**config.mk**
```make
export PLATFORM = sky130hd
export DESIGN_NAME = mixed_op_datapath
export DESIGN_NICKNAME = d
export VERILOG_FILES = /design/src/rtl/mixed_op_datapath.sv
export SDC_FILE = /design/constraint.sdc
export NUM_CORES = 1
export LEC_CHECK = 0
export BUFFER_PORTS_ARGS = -buffer_cell sky130_fd_sc_hd__buf_2
export CAP_MARGIN = 20
export CORE_MARGIN = 4
export CORE_UTILIZATION = 40
export DETAILED_ROUTE_END_ITERATION = 7
export PLACE_DENSITY = 0.75
export REMOVE_ABC_BUFFERS = 1
export SKIP_CTS_REPAIR_TIMING = 1
export SYNTH_ARGS = -nofsm -noshare
export SYNTH_HDL_FRONTEND = slang
export SYNTH_SLANG_ARGS = --single-unit
export TNS_END_PERCENT = 5
```
**constraint.sdc**
```tcl
create_clock -name clk -period 17.8 [get_ports clk]
set_clock_uncertainty 0.2 [all_clocks]
set_input_delay 0 -clock clk [delete_from_list [all_inputs] [get_ports clk]]
set_output_delay 0 -clock clk [all_outputs]
set_load 0.02 [all_outputs]
```
**src/rtl/mixed_op_datapath.sv**
```systemverilog
// Registered mixed-operation datapath: arithmetic, logic, rotate, popcount,
// running accumulators and input history on a 376-bit bus.
// Optional build macro MIXED_OP_SAT_ACC_EN makes the accumulator saturate.
module mixed_op_datapath (
  input  logic         clk,
  input  logic         rst_n,
  input  logic [5:0]   wire0,
  input  logic [21:0]  wire1,
  input  logic [7:0]   wire2,
  input  logic [17:0]  wire3,
  output logic [375:0] y
);

  localparam int HIST_W = 54;
  localparam int HIST_N = 4;

  logic [31:0]              r_acc;
  logic [15:0]              r_cnt;
  logic [22:0]              r_sum;
  logic [14:0]              r_prod;
  logic [21:0]              r_xr;
  logic [21:0]              r_rot;
  logic [7:0]               r_mx;
  logic [5:0]               r_pop;
  logic [15:0]              r_chk;
  logic [HIST_N*HIST_W-1:0] r_hist;

  logic signed [14:0] w_prod;
  logic [31:0]        w_addend;
  logic [31:0]        w_acc_next;
  logic [22:0]        w_sum;
  logic [21:0]        w_xr;
  logic [4:0]         w_rot_amt;
  logic [43:0]        w_rot_dbl;
  logic [21:0]        w_rot;
  logic [7:0]         w_mx;
  logic [45:0]        w_pop_src;
  logic [5:0]         w_pop;
  logic [HIST_W-1:0]  w_word;

  // A is widened with a zero sign bit so the product stays a signed multiply.
  assign w_prod   = $signed(wire2) * $signed({1'b0, wire0});
  assign w_addend = {{17{w_prod[14]}}, w_prod};

`ifdef MIXED_OP_SAT_ACC_EN
  logic [32:0] w_acc_wide;
  assign w_acc_wide = {r_acc[31], r_acc} + {w_addend[31], w_addend};
  always_comb begin
    w_acc_next = w_acc_wide[31:0];
    if (w_acc_wide[32:31] == 2'b01)
      w_acc_next = 32'h7FFF_FFFF;
    else if (w_acc_wide[32:31] == 2'b10)
      w_acc_next = 32'h8000_0000;
  end
`else
  assign w_acc_next = r_acc + w_addend;
`endif

  assign w_sum = {1'b0, wire1} + {5'd0, wire3};
  assign w_xr  = wire1 ^ {wire3, wire0[3:0]};

  // Rotate by shifting a doubled copy; upper half is the rotated word.
  assign w_rot_amt = 5'(wire0 % 6'd22);
  assign w_rot_dbl = {wire1, wire1} << w_rot_amt;
  assign w_rot     = w_rot_dbl[43:22];

  assign w_mx = ($signed(wire2) >= $signed(wire3[7:0])) ? wire2 : wire3[7:0];

  assign w_pop_src = {wire3, wire1, wire0};
  always_comb begin
    w_pop = '0;
    for (int i = 0; i < 46; i++)
      w_pop = w_pop + 6'(w_pop_src[i]);
  end

  assign w_word = {wire3, wire2, wire1, wire0};

  always_ff @(posedge clk) begin
    if (!rst_n) begin
      r_acc  <= '0;
      r_cnt  <= '0;
      r_sum  <= '0;
      r_prod <= '0;
      r_xr   <= '0;
      r_rot  <= '0;
      r_mx   <= '0;
      r_pop  <= '0;
      r_chk  <= '0;
      r_hist <= '0;
    end else begin
      r_acc  <= w_acc_next;
      r_cnt  <= r_cnt + 16'd1;
      r_sum  <= w_sum;
      r_prod <= w_prod;
      r_xr   <= w_xr;
      r_rot  <= w_rot;
      r_mx   <= w_mx;
      r_pop  <= w_pop;
      r_chk  <= r_chk + wire3[15:0];
      r_hist <= {r_hist[(HIST_N-1)*HIST_W-1:0], w_word};
    end
  end

  assign y = {r_acc, r_cnt, r_sum, r_prod, r_xr, r_rot, r_mx, r_pop, r_chk, r_hist};

endmodule

```
==> results of run 1 <==
==> power groups by stage <==
stage | logic [mW] | registers [mW] | clock network [mW]
final | 1.96 | 1.00 | 0.861
after global routing | 2.18 | 1.01 | 0.919
after CTS | 1.94 | 1.00 | 0.881
after detailed placement | 1.92 | 1.02 | 0
after global placement | 1.87 | 1.02 | 0
after floorplan | 1.34 | 1.13 | 0
==> cell families after synthesis <==
group,after synthesis
AND/OR/NAND/NOR,589
XOR/XNOR,97
AO/OA/AOI/OAI,242
adder cells (fa/ha/maj),193
flip-flops,376
buffers and inverters,217
multiplexers,91
==> cells in the final DEF (no fill, tap or decap), types with 60 or more instances in the layout <==
cell,count
and2_1,250
buf_2,430
dfxtp_1,376
dlygate4sd3_1,68
fa_1,75
ha_1,118
inv_1,141
mux2i_1,76
nor2_1,175
xnor2_1,60
==> worst min path at each step <==
stage,end,slack [ps],cells after the start
final,r_hist[4]$_SDFF_PN0_,-70,3
after global routing,r_hist[4]$_SDFF_PN0_,20,3
after CTS,r_hist[53]$_SDFF_PN0_,-480,2
after detailed placement,r_hist[53]$_SDFF_PN0_,120,2
after global placement,r_hist[53]$_SDFF_PN0_,120,2
after floorplan,r_acc[0]$_SDFF_PN0_,-80,1
==> flip-flops by register name (all words and copies together) (netlist names) <==
name	flops
r_acc	32
r_chk	16
r_cnt	16
r_hist	216
r_mx	8
r_pop	6
r_prod	15
r_rot	22
r_sum	23
r_xr	22
==> critical path, delay by kind of cell <==
kind	cells	cell delay (ps)
fa+ha+maj	6	2670
compound gates	12	2630
simple gates	3	610
buf+inv	7	1340
xor+xnor	1	150
==> routing by layer <==
layer / routed length (um) / part of all wire (%) / track usage, %
met2: 25370 / 48 / 34.01
met4: 1875 / 3.5 / 7.626
met1: 22230 / 42 / 26.28
met5: 13 / 0.024 / 0
met3: 3629 / 6.8 / 4.606
==> per-stage QoR <==
| step | worst slack (ps) | hold WS, ps |
|---|---|---|
| floorplan | 10930 | -78.29 |
| finish | 10580 | -65.50 |
| global placement | 10800 | 118.1 |
| CTS | 11270 | -483.4 |
| global route | 10230 | 17.14 |
| detailed placement | 10680 | 117.3 |
==> cell type report <==
type | instances | area (um^2)
Timing Repair Buffer | 510 | 2923
Clock inverter | 16 | 175.2
Antenna cell | 1 | 2.502
Sequential cell | 376 | 7527
Inverter | 145 | 546.8
Fill cell | 3897 | 21530
Tap cell | 592 | 740.7
Multi-Input combinational cell | 1212 | 9547
Clock buffer | 59 | 1225
==> impl_metrics.py, run 1 <==
metrics = {
    "routing": {
        "via_per_inst": 4.966,
        "wirelength_mm": 53.12,
        "dr.pass1.iters": 7,
        "vias": 14460,
        "wire_per_inst_um": 18.25,
        "drc": 0,
        "ant_nets": 0,
        "drt_iter0_markers": 971,
    },
    "floorplan": {
        "coreArea_mm2": 0.04422,
        "dieArea_mm2": 0.04821,
        "die_x_um": 219.6,
        "start_util_pct": 40.49,
        "die_h_um": 219.6,
        "ios": 432,
        "num_rows": 77,
    },
    "synth": {
        "post_synth_num_cell_types": 75,
        "synthMuxAreaShare_pct": 5.444,
        "synth_area_leaders": "dfxtp_1, and2_1, fa_1",
        "synth.yosys.seq_area_share_pct": 42.04,
        "synth_compound_area_share_pct": 9.204,
        "synthArstFlopShare_pct": 0,
        "synth-simple-area-share_pct": 17.24,
        "synth-edff-count": 0,
        "synth-warning-count": 0,
        "yosysTopAreaCell": "dfxtp_1",
        "synthAdderAreaFrac_pct": 16.63,
        "synth_top_flop_cell": "dfxtp_1",
        "synth_seq_cells": 376,
        "netlist_top_cells_count": "dfxtp_1, and2_1, nor2_1",
        "synth_xor_area_share_pct": 4.745,
        "synth.most_common_cell": "dfxtp_1",
        "syn-mean-instance-area_um2": 9.919,
        "synth_top_family_by_area": "simple AND/OR/NAND/NOR gates",
        "synth_top_area_share_pct": 42.04,
        "netlist_instances": 1805,
        "synth_area_mm2": 0.01790,
    },
    "sta": {
        "worstMarginPinSlew_ps": 929.0,
        "hold_ws_ps": -65.50,
        "tns_ps": 0,
        "setup_violations": 0,
        "slew_viol_final": 0,
        "max_clock_freq_ghz": 0.1386,
        "layout_min_cycle_time_ps": 7215,
        "final-hold-violation-count": 1,
        "period_share_pct": 40.53,
        "rsz0062_at_grt": "false",
        "relSlewSlack_pct": 38.07,
    },
    "global_route": {
        "gr-total-overflow": 0,
        "grt_max_degree": 102,
        "antenna_found_initial": 4,
        "grt_use_total_pct": 20.53,
        "grt_pass1_vias": 13870,
        "grt_pass1_wl_mm": 78.02,
    },
    "power_and_ir_drop": {
        "clkPwrFrac_pct": 22.5,
        "p_sw_mw": 1.538,
        "power.density_mw_per_mm2": 168.5,
        "p_comb_share_pct": 51.2,
        "power_mw": 3.822,
        "leakage_nw": 11.28,
        "irDropWorstVdd_v": 0.0001483,
        "p_sw_share_pct": 40.24,
        "p_seq_share_pct": 26.3,
        "power.internal_mw": 2.284,
    },
    "clock_tree": {
        "clk_pin_slew_ps": 60,
        "h-tree-depth": 2,
        "cts_sinks": 376,
        "clockBufferDepth": 3,
        "clockRootBuffer": "clkbuf_16",
        "insertion_delay_ps": 570,
        "cts_buffers": 41,
        "cts_tree": "yes",
    },
    "placement": {
        "gp_congestion": 0.9096,
        "io_buffers": 431,
        "place_inst": 2767,
        "placed_cell_area_mm2": 0.02060,
        "dp_hpwl_mm": 39.62,
    },
    "layout": {
        "syn_to_final_growth_pct": 26.72,
        "stdcell_count": 2911,
        "fin_nets": 2535,
        "final_area_mm2": 0.02269,
        "final_layout_size_suffix_gt1_share_pct": 23.43,
        "utilization_pct": 51.30,
    },
    "job": {
        "max_cap_violations": 0,
    },
    "setup_path": {
        "reg2reg_from": "r_acc[0]$_SDFF_PN0_",
        "regToRegSetupSlack_ps": 14250,
        "cp_max_fo": 23,
        "startpoint": "wire0[2]",
        "slowest_stage": "dlygate4sd3_1",
        "cp-end-kind": "register",
        "reg2reg_to": "r_acc[30]$_SDFF_PN0_",
        "critical_path_class": "in2reg",
        "cp-start-kind": "input pin",
        "arrival_ps": 7420,
        "worst_r2r_path_depth": 11,
        "critPathMaxStageDelay_ps": 540,
        "cp.required_ps": 18000,
        "crit_path_end": "r_acc[27]$_SDFF_PN0_",
    },
    "worst_hold_path": {
        "hold_path_class": "in2reg",
        "min_from": "wire0[4]",
    },
    "outcome": {
        "violations": "hold timing",
        "status": "finished with violations",
    },
}
No activity file was read; power rests on OpenSTA's default activity.
==> inputs of run 2 (changes only) <==
- clock period: 17.8 -> 7.5 ns (I/O delays scaled with it)
==> run 2 against run 1 <==
  * Largest power group unchanged
  * Count of clock-buffer cells in the layout fell by 2
  * Flip-flop and latch count did not move
  * The flow now finishes without violations
  * Non-clock buffer count rose by 7
  * Critical path type unchanged
  * Largest cell class unchanged
==> impl_metrics.py, run 2 (synthesis results as in run 1) <==
metrics = {
    "outcome": {
        "status": "finished clean",
    },
    "worst_hold_path": {
        "hold_path_class": "in2reg",
        "holdPathStages": 3,
        "min_to": "r_pop[0]$_SDFF_PN0_",
        "min_from": "wire0[2]",
    },
    "power_and_ir_drop": {
        "p_sw_mw": 3.693,
        "leakage_nw": 11.35,
        "p_seq_share_pct": 25.8,
        "power.density_mw_per_mm2": 403.8,
        "p_sw_share_pct": 40.07,
        "p_comb_share_pct": 50.8,
        "power.internal_mw": 5.523,
        "clkPwrFrac_pct": 23.3,
        "irDropWorstVdd_v": 0.0003789,
    },
    "routing": {
        "wire_per_inst_um": 18.35,
        "wirelength_mm": 53.57,
        "ant_nets": 0,
        "drc": 0,
        "vias": 14520,
        "drt_iter0_markers": 909,
        "via_per_inst": 4.974,
        "dr.pass1.iters": 5,
    },
    "setup_path": {
        "reg2reg_from": "r_acc[0]$_SDFF_PN0_",
        "regToRegSetupSlack_ps": 4030,
        "cp_max_fo": 21,
        "critical_path_class": "in2reg",
        "worst_r2r_path_depth": 11,
        "crit_family": "adder cells",
        "arrival_ps": 7260,
        "critPathBufInv": 7,
        "cp-start-kind": "input pin",
        "reg2reg_to": "r_acc[30]$_SDFF_PN0_",
        "cp-end-kind": "register",
        "cp.required_ps": 7710,
        "critPathMaxStageDelay_ps": 550,
        "slowest_stage": "dlygate4sd3_1",
    },
    "sta": {
        "tns_ps": 0,
        "slew_viol_final": 0,
        "worstMarginPinSlew_ps": 943.4,
        "setup_violations": 0,
        "hold_ws_ps": 17.53,
        "period_share_pct": 93.94,
        "max_clock_freq_ghz": 0.1419,
        "rsz0062_at_grt": "false",
        "layout_min_cycle_time_ps": 7046,
        "relSlewSlack_pct": 37.11,
        "final-hold-violation-count": 0,
    },
    "global_route": {
        "gr-total-overflow": 0,
        "grt_use_total_pct": 20.54,
        "grt_pass1_wl_mm": 78.06,
        "antenna_found_initial": 1,
        "grt_pass1_vias": 13890,
        "grt_max_degree": 105,
    },
    "layout": {
        "final_common_cell": "buf_2",
        "final_layout_size_suffix_gt1_share_pct": 23.31,
        "utilization_pct": 51.61,
        "fill_cells": 3945,
        "fin_nets": 2542,
        "largest-register": "r_hist",
        "reg.largest.list": "r_hist x216, r_acc x32, r_sum x23",
        "final_cell_mix": "buf_2, dfxtp_1, and2_1",
        "syn_to_final_growth_pct": 27.48,
        "largest_reg_flops": 216,
    },
    "placement": {
        "io_buffers": 431,
        "dp_hpwl_mm": 39.77,
        "gp_congestion": 0.8929,
    },
    "clock_tree": {
        "cts_tree": "yes",
        "h-tree-depth": 2,
        "insertion_delay_ps": 570,
        "cts_sinks": 376,
        "cts_buffers": 41,
        "clockRootBuffer": "clkbuf_16",
        "clk_pin_slew_ps": 60,
        "clockBufferDepth": 3,
    },
    "floorplan": {
        "ios": 432,
        "die_h_um": 219.6,
        "die_x_um": 219.6,
        "num_rows": 77,
        "start_util_pct": 40.49,
        "dieArea_mm2": 0.04821,
        "coreArea_mm2": 0.04422,
    },
    "job": {
        "max_cap_violations": 0,
    },
}
run 2: cell count changes in the layout (fill, tap and decap cells not counted), sizes merged:
cell	before	now
dlygate4sd3	68	75
bufinv	2	6
clkbuf	59	57
clkinv	11	9
clkinvlp	3	1
inv	145	147
diode	1	2
run 2: how the worst max path moves through the flow:
stage	start	endpoint	slack (ps)	depth (start not counted)
after floorplan	wire0[3]	r_acc[27]$_SDFF_PN0_	630	26
after global placement	wire0[2]	r_acc[27]$_SDFF_PN0_	530	28
after detailed placement	wire0[2]	r_acc[27]$_SDFF_PN0_	390	28
after CTS	wire0[2]	r_acc[27]$_SDFF_PN0_	970	28
after global routing	wire0[1]	r_acc[27]$_SDFF_PN0_	80	29
final	wire0[1]	r_acc[27]$_SDFF_PN0_	450	29
run 2: layout make-up:
class	instances	area, um^2	share of cell area (%)
tap	592	740.7	3.245
clock buffer	57	1176	5.153
inverter	145	546.8	2.396
clock inverter	18	287.8	1.261
multi-input combinational	1212	9547	41.83
timing repair buffer	517	2993	13.11
sequential	376	7527	32.98
antenna	2	5.005	0.02193
run 2: metrics by stage:
stage | setup WS [ps] | instance area [um^2] | instances | total power [mW]
final | 454.4 | 22820 | 2919 | 9.216
after global routing | 84.63 | 22820 | 2918 | 9.883
after CTS | 969.2 | 22070 | 2842 | 9.193
after detailed placement | 385.3 | 20600 | 2767 | 6.988
after global placement | 528.1 | 20600 | 2767 | 6.870
after floorplan | 633.3 | 17610 | 1733 | 5.852
run 2: per-layer routing:
layer	wire length [um]	global-route usage, %	vias up
met3	3421	4.454	106
met2	25590	34.33	466
met1	22720	26.06	6996
li1	-	-	6951
met4	1841	7.815	0
met5	0	0	-
run 2: worst reg2reg max path: stages, from the launching register on:
cell and delay [ps]:
dfxtp_1 310, ha_1 240, fa_1 410, a21o_1 170, a21o_1 210, a2111o_1 490, a21oi_1 280, a21o_2 240
o21ai_1 140, a21bo_2 270, a41oi_1 250, mux2i_1 190
run 2: power groups by stage:
| stage | Sequential [mW] | Combinational (mW) | Clock, mW |
|---|---|---|---|
| final | 2.38 | 4.69 | 2.15 |
| after global routing | 2.40 | 5.20 | 2.28 |
| after CTS | 2.38 | 4.62 | 2.20 |
| after detailed placement | 2.42 | 4.57 | 0 |
| after global placement | 2.42 | 4.45 | 0 |
| after floorplan | 2.68 | 3.17 | 0 |
